===== src/rtl/unified_mem_arbiter.sv =====
// Arbiter sharing one single-port, variable-latency memory between the IF and MEM
// pipeline stages; each access is granted, issued as a one-cycle strobe and closed by ram_valid.
module unified_mem_arbiter #(
   parameter int WORDLENGTH = 32,
   parameter int ADDR_WIDTH = 32
) (
   input  logic                  clk,
   input  logic                  reset,
   input  logic                  if_req,
   input  logic [ADDR_WIDTH-1:0] if_addr,
   output logic [WORDLENGTH-1:0] if_rdata,
   output logic                  if_ready,
   output logic                  if_stall,
   input  logic                  mem_req,
   input  logic                  mem_we,
   input  logic [ADDR_WIDTH-1:0] mem_addr,
   input  logic [WORDLENGTH-1:0] mem_wdata,
   output logic [WORDLENGTH-1:0] mem_rdata,
   output logic                  mem_ready,
   output logic                  mem_stall,
   output logic                  ram_en,
   output logic                  ram_we,
   output logic [ADDR_WIDTH-1:0] ram_addr,
   output logic [WORDLENGTH-1:0] ram_wdata,
   input  logic [WORDLENGTH-1:0] ram_rdata,
   input  logic                  ram_valid
);

   typedef enum logic [1:0] {
      IDLE     = 2'd0,
      BUSY_IF  = 2'd1,
      BUSY_MEM = 2'd2
   } state_t;

   state_t state;
   logic   last_was_mem;

   // A request whose ready is pulsing this cycle has just been served and must not be re-granted.
   logic if_pending;
   logic mem_pending;
   logic grant_mem;
   logic grant_if;
   logic valid_seen;

   assign if_pending  = if_req & ~if_ready;
   assign mem_pending = mem_req & ~mem_ready;
   assign grant_mem   = mem_pending & (~if_pending | ~last_was_mem);
   assign grant_if    = if_pending & ~grant_mem;

   // ram_en marks the first busy cycle; a completion strobe there is too early to be real.
   assign valid_seen  = ram_valid & ~ram_en;

   assign if_stall  = if_req & ~if_ready;
   assign mem_stall = mem_req & ~mem_ready;

   always_ff @(posedge clk) begin
      if (reset) begin
         state        <= IDLE;
         last_was_mem <= 1'b0;
         if_rdata     <= '0;
         mem_rdata    <= '0;
         if_ready     <= 1'b0;
         mem_ready    <= 1'b0;
         ram_en       <= 1'b0;
         ram_we       <= 1'b0;
         ram_addr     <= '0;
         ram_wdata    <= '0;
      end else begin
         ram_en    <= 1'b0;
         if_ready  <= 1'b0;
         mem_ready <= 1'b0;
         case (state)
            IDLE: begin
               if (grant_mem) begin
                  state     <= BUSY_MEM;
                  ram_en    <= 1'b1;
                  ram_we    <= mem_we;
                  ram_addr  <= mem_addr;
                  ram_wdata <= mem_wdata;
               end else if (grant_if) begin
                  state     <= BUSY_IF;
                  ram_en    <= 1'b1;
                  ram_we    <= 1'b0;
                  ram_addr  <= if_addr;
                  ram_wdata <= '0;
               end
            end
            BUSY_IF: begin
               if (valid_seen) begin
                  state        <= IDLE;
                  if_ready     <= 1'b1;
                  if_rdata     <= ram_rdata;
                  last_was_mem <= 1'b0;
               end
            end
            BUSY_MEM: begin
               if (valid_seen) begin
                  state        <= IDLE;
                  mem_ready    <= 1'b1;
                  last_was_mem <= 1'b1;
                  // Stores leave the previously loaded word visible.
                  if (!ram_we) begin
                     mem_rdata <= ram_rdata;
                  end
               end
            end
            default: state <= IDLE;
         endcase
      end
   end

endmodule

===== config.mk =====
export PLATFORM = sky130hd
export DESIGN_NAME = unified_mem_arbiter
export DESIGN_NICKNAME = d
export VERILOG_FILES = /design/src/rtl/unified_mem_arbiter.sv
export SDC_FILE = /design/constraint.sdc
export NUM_CORES = 1
export LEC_CHECK = 0
export ABC_AREA = 1
export CAP_MARGIN = 30
export CORE_AREA = 2 2 127 129
export DETAILED_ROUTE_END_ITERATION = 12
export DIE_AREA = 0 0 129 131
export PLACE_DENSITY = 0.71
export SYNTH_ARGS = -nofsm -noshare
export SYNTH_HDL_FRONTEND = slang
export SYNTH_SLANG_ARGS = --single-unit

===== constraint.sdc =====
create_clock -name clk -period 3.3 [get_ports clk]
set_input_delay 0.495 -clock clk [delete_from_list [all_inputs] [get_ports clk]]
set_output_delay 0.495 -clock clk [all_outputs]
set_load 0.01 [all_outputs]

== Yosys cells after proc, flatten, opt, wreduce, memory -nomap -nowiden ==
Cells that the tools add are included.
W data, S select, Z words.
Cells by class
  mux-type cells: 16
  eq/ne operators: 6
  bitwise operators: 16
  reduce and logical (&&, ||, !) cells: 12
Operators by type and width (count)
  $mux W32: 4
  $not A1 Y1: 10
  $reduce_or A2 Y1: 4
  $mux W1: 7
  $mux W2: 3
  $reduce_and A2 Y1: 3
  $reduce_and A3 Y1: 2
  $and A1 B1 Y1: 5
  $ne A2 B2 Y1 const B: 2
  $pmux W2 S2: 1
  $reduce_bool A2 Y1: 2
  $ne A3 B3 Y1 const B: 1
  $eq A2 B1 Y1 const B: 1
  $eq A2 B2 Y1 const B: 1
  $logic_not A2 Y1: 1
  $ne A2 B1 Y1 const B: 1
  $pmux W1 S2: 1
  $or A1 B1 Y1: 1
Storage, ports and cells
  word-level logic and storage cells: 60
  register bits after elaboration: 135
  input bits: 134
  output and inout port bits: 134

== Depth between registers and ports, before layout ==
  word-level depth: 10
  depth in mapped cells: 9
  depth with buffers taken out: 8

== Worst setup path before layout ==
OpenSTA, ideal clock, no wires.
  kind: input to output
  start: input mem_req
  end: output mem_stall
  path buffers: 1
  data arrival time: 0.883 ns
  data required time: 2.805 ns
  setup slack: 1.922 ns
  cell stages on the path: 3
  path through: nand2_1 > inv_2 > buf_2
Between the ends
  longest elaborated chain between the ends: 1
Ends and longest elaborated chain
  start, declared: RTL line 14  | input logic mem_req,
  $and A1 B1 Y1: RTL line 54  | assign mem_stall = mem_req & ~mem_ready;
  end, declared: RTL line 20  | output logic mem_stall,
No other way between the ends.

== Final worst setup path ==
Ends and elaborated chain as after synthesis.

==> results.sh <==
export IMPL_cts_setup_buffers=0
export IMPL_grt_overflow_total=0
export IMPL_vias=5523
export IMPL_crit_family="buffers and inverters"
export IMPL_start_util_pct=34.3
export IMPL_totalPowerFinal_mw=4.95
export IMPL_yosys_warnings=0
export IMPL_setup_viol=0
export IMPL_nNetsFinal=1124
export IMPL_pre_cts_ws_ns=0.653
export IMPL_comb_power_share_pct=20.5
export IMPL_internal_power_mw=3.63
export IMPL_die_area_sq_um=16900
export IMPL_cts_buffers=17
export IMPL_fmax_mhz=402
export IMPL_grt_setup_unrepaired="no"
export IMPL_ys_seq_area_share_pct=50.5
export IMPL_crit_buf_inv=3
export IMPL_io_pins=268
export IMPL_cts_tree="yes"
export IMPL_die_w_um=129
export IMPL_cap_violations=0
export IMPL_synth_cell_type_count=20
export IMPL_max_stage_delay_ns=0.60
export IMPL_min_path_type="register to register"
export IMPL_finalCritPeriodShare_pct=75.4
export IMPL_num_fill_cells=1516
export IMPL_finalHoldViolations=0
export IMPL_leakage_nw=3.45
export IMPL_gp_congestion=0.779
export IMPL_drt_iter0_drc=243
export IMPL_seqPwrFrac_pct=37.2
export IMPL_crit_fanout=18
export IMPL_num_rows=46
export IMPL_drt_antenna_violating_nets=0
export IMPL_final_cells=1215
export IMPL_synth_seq_cells=135
export IMPL_clockBufferDepth=2
export IMPL_clk_pin_slew_ns=0.06
export IMPL_layout_min_cycle_time_ns=2.49
export IMPL_p_sw_mw=1.33
export IMPL_synth_nets=880
export IMPL_syn_area_per_cell_sq_um=7.20
export IMPL_cts_resized=0
export IMPL_grt_pass1_vias=5051
export IMPL_area_delta_synth_final_pct=64.3
export IMPL_end_kind="output pin"
export IMPL_firstDrtPassIters=4
export IMPL_htreeDepth=4
export IMPL_path_class="primary input to output pin"
export IMPL_multiInputGateArea_sq_um=2220
export IMPL_fp_dieH_um=131
export IMPL_cpMostUsedCell="clkdlybuf4s50_1"
export IMPL_cts_sinks=135
export IMPL_grt_util_all_layers_pct=19.4
export IMPL_register_area_sq_um=2700
export IMPL_viasPerCell=4.55
export IMPL_required_ns=2.80
export IMPL_drive_above_1_share_pct=5.21
export IMPL_tightest_slew_ns=0.797
export IMPL_reg2reg_slack_ns=1.25
export IMPL_worstPathArrival_ns=1.99
export IMPL_maxSlewViolCount=0
export IMPL_pwr_share_clk_pct=42.3
export IMPL_synthesis_instances=743
export IMPL_clk_latency_ns=0.42
export IMPL_peakVddDrop_uv=332
export IMPL_cts_hold_buf=0
export IMPL_power_density_nw_per_um2=564
export IMPL_antenna_found_initial=0
export IMPL_crit_chain="clkdlybuf4s50_1 -> nand2_1 -> inv_2 -> clkdlybuf4s50_1"
export IMPL_dpl_cell_count=1184
export IMPL_switching_share_pct=26.8
export IMPL_startpoint_type="primary input"
export IMPL_fin_ws_ns=0.811
export IMPL_hpwl_um=11300
export IMPL_routed_wl_um=16900
export IMPL_grt_max_degree=70
export IMPL_numPortBuffers=267
export IMPL_tns_ns=0
export IMPL_critPathSlowestCell="clkdlybuf4s50_1"
export IMPL_cts_root_buf="clkbuf_16"
export IMPL_drc_errors=0
export IMPL_core_sq_um=15600
export IMPL_netlist_area_sq_um=5350
export IMPL_outcome="complete, no violations"
export IMPL_wl_per_cell_um=13.9
export IMPL_slew_headroom_pct=46.5
export IMPL_clock_skew_ns=0.00681
export IMPL_grt_pass1_wl_um=25800
export IMPL_antenna_cells=0
-- worst paths after layout --
check | from | to | cells past startpoint
setup reg to reg | state[1] | ram_wdata[2] | 7
hold reg to reg | if_rdata[11] | if_rdata[11] | 2
hold / removal | if_rdata[11] | if_rdata[11] | 2
setup / recovery | mem_req | mem_stall | 4
-- flip-flops by register name, indices dropped and copies added, names as in the netlist --
name,count
if_rdata,32
ram_en,1
ram_wdata,32
state,2
if_ready,1
mem_rdata,32
mem_ready,1
last_was_mem,1
ram_we,1
ram_addr,32
-- logic make-up (layout without fill, tap and decap cells) --
logic type               count (synthesis)  after routing  synth area share [%]
AND/OR/NAND/NOR                        374            374                  28.1
flip-flops                             135            135                  50.5
AO/OA/AOI/OAI                          133            133                  12.6
buffers and inverters                   98            354                  8.10
adder cells (fa/ha/maj)                  3              3                 0.702
-- worst min-delay path: cells and delay by family (launching register included) --
| family | cells | cell delay (ns) |
|---|---|---|
| AND/OR/NAND/NOR | 1 | 0.06 |
| AO/OA/AOI/OAI | 1 | 0.05 |
| flip-flops | 1 | 0.31 |
-- power by group through the flow --
stage	Sequential, mW	Clock, mW	Combinational (mW)
6_report	1.84	2.10	1.01
5_1_grt	1.86	2.21	1.11
4_1_cts	1.84	2.14	1.02
3_5_place_dp	1.87	0	1.02
3_3_place_gp	1.87	0	1.01
2_1_floorplan	1.93	0	0.426
-- routing by layer --
| metal | vias to the layer above | global-route usage [%] | part of all wire, % |
|---|---|---|---|
| met5 | - | 0 | 0 |
| met4 | 0 | 8.06 | 2.1 |
| met3 | 24 | 7.04 | 7.5 |
| met2 | 176 | 30.9 | 47 |
| met1 | 2479 | 23.8 | 44 |
| li1 | 2844 | - | - |
-- cell usage in the layout (no fill, tap or decap), types with 4 or more instances in the layout --
master / netlist / routed
clkdlybuf4s50_1: 0 / 266
nor2_1: 164 / 164
nand2_1: 139 / 139
dfxtp_1: 135 / 135
nand3_1: 68 / 68
a21oi_1: 67 / 67
o21ai_0: 58 / 58
inv_1: 40 / 39
clkbuf_16: 0 / 17
buf_4: 4 / 9
o21ai_1: 6 / 6
bufinv_16: 0 / 5
inv_2: 4 / 4
clkinv_4: 0 / 4
-- through the flow --
step                      hold slack [ns]  cell area [sq um]  utilization [%]
final                               0.460               8790             56.3
after global routing                0.473               8790             56.3
after CTS                           0.462               8790             56.3
after detailed placement            0.453               8140             52.2
after global placement              0.446               8140             52.2
after floorplan                     0.460               5350                -
-- Yosys cell counts --
cell type / number / share of area (%)
a21oi_1: 67 / 6.3
a21oi_2: 1 / 0.16
a31o_2: 1 / 0.16
buf_1: 2 / 0.14
buf_2: 16 / 1.5
buf_4: 4 / 0.56
buf_6: 4 / 0.84
clkbuf_1: 27 / 1.9
clkinv_1: 1 / 0.070
dfxtp_1: 135 / 51
ha_1: 3 / 0.70
inv_1: 40 / 2.8
inv_2: 4 / 0.28
nand2_1: 139 / 9.8
nand2_2: 2 / 0.23
nand3_1: 68 / 6.4
nor2_1: 164 / 12
nor2_4: 1 / 0.21
o21ai_0: 58 / 5.4
o21ai_1: 6 / 0.56
-- cell type report --
type                       instances  area share [%]
clock inverter                    14            2.56
sequential                       135            30.8
clock buffer                      17            4.84
inverter                          45            1.92
timing repair buffer             278            31.6
tap                              216            3.08
multi-input combinational        510            25.3
Note: power is estimated with default switching activity, not from simulation.
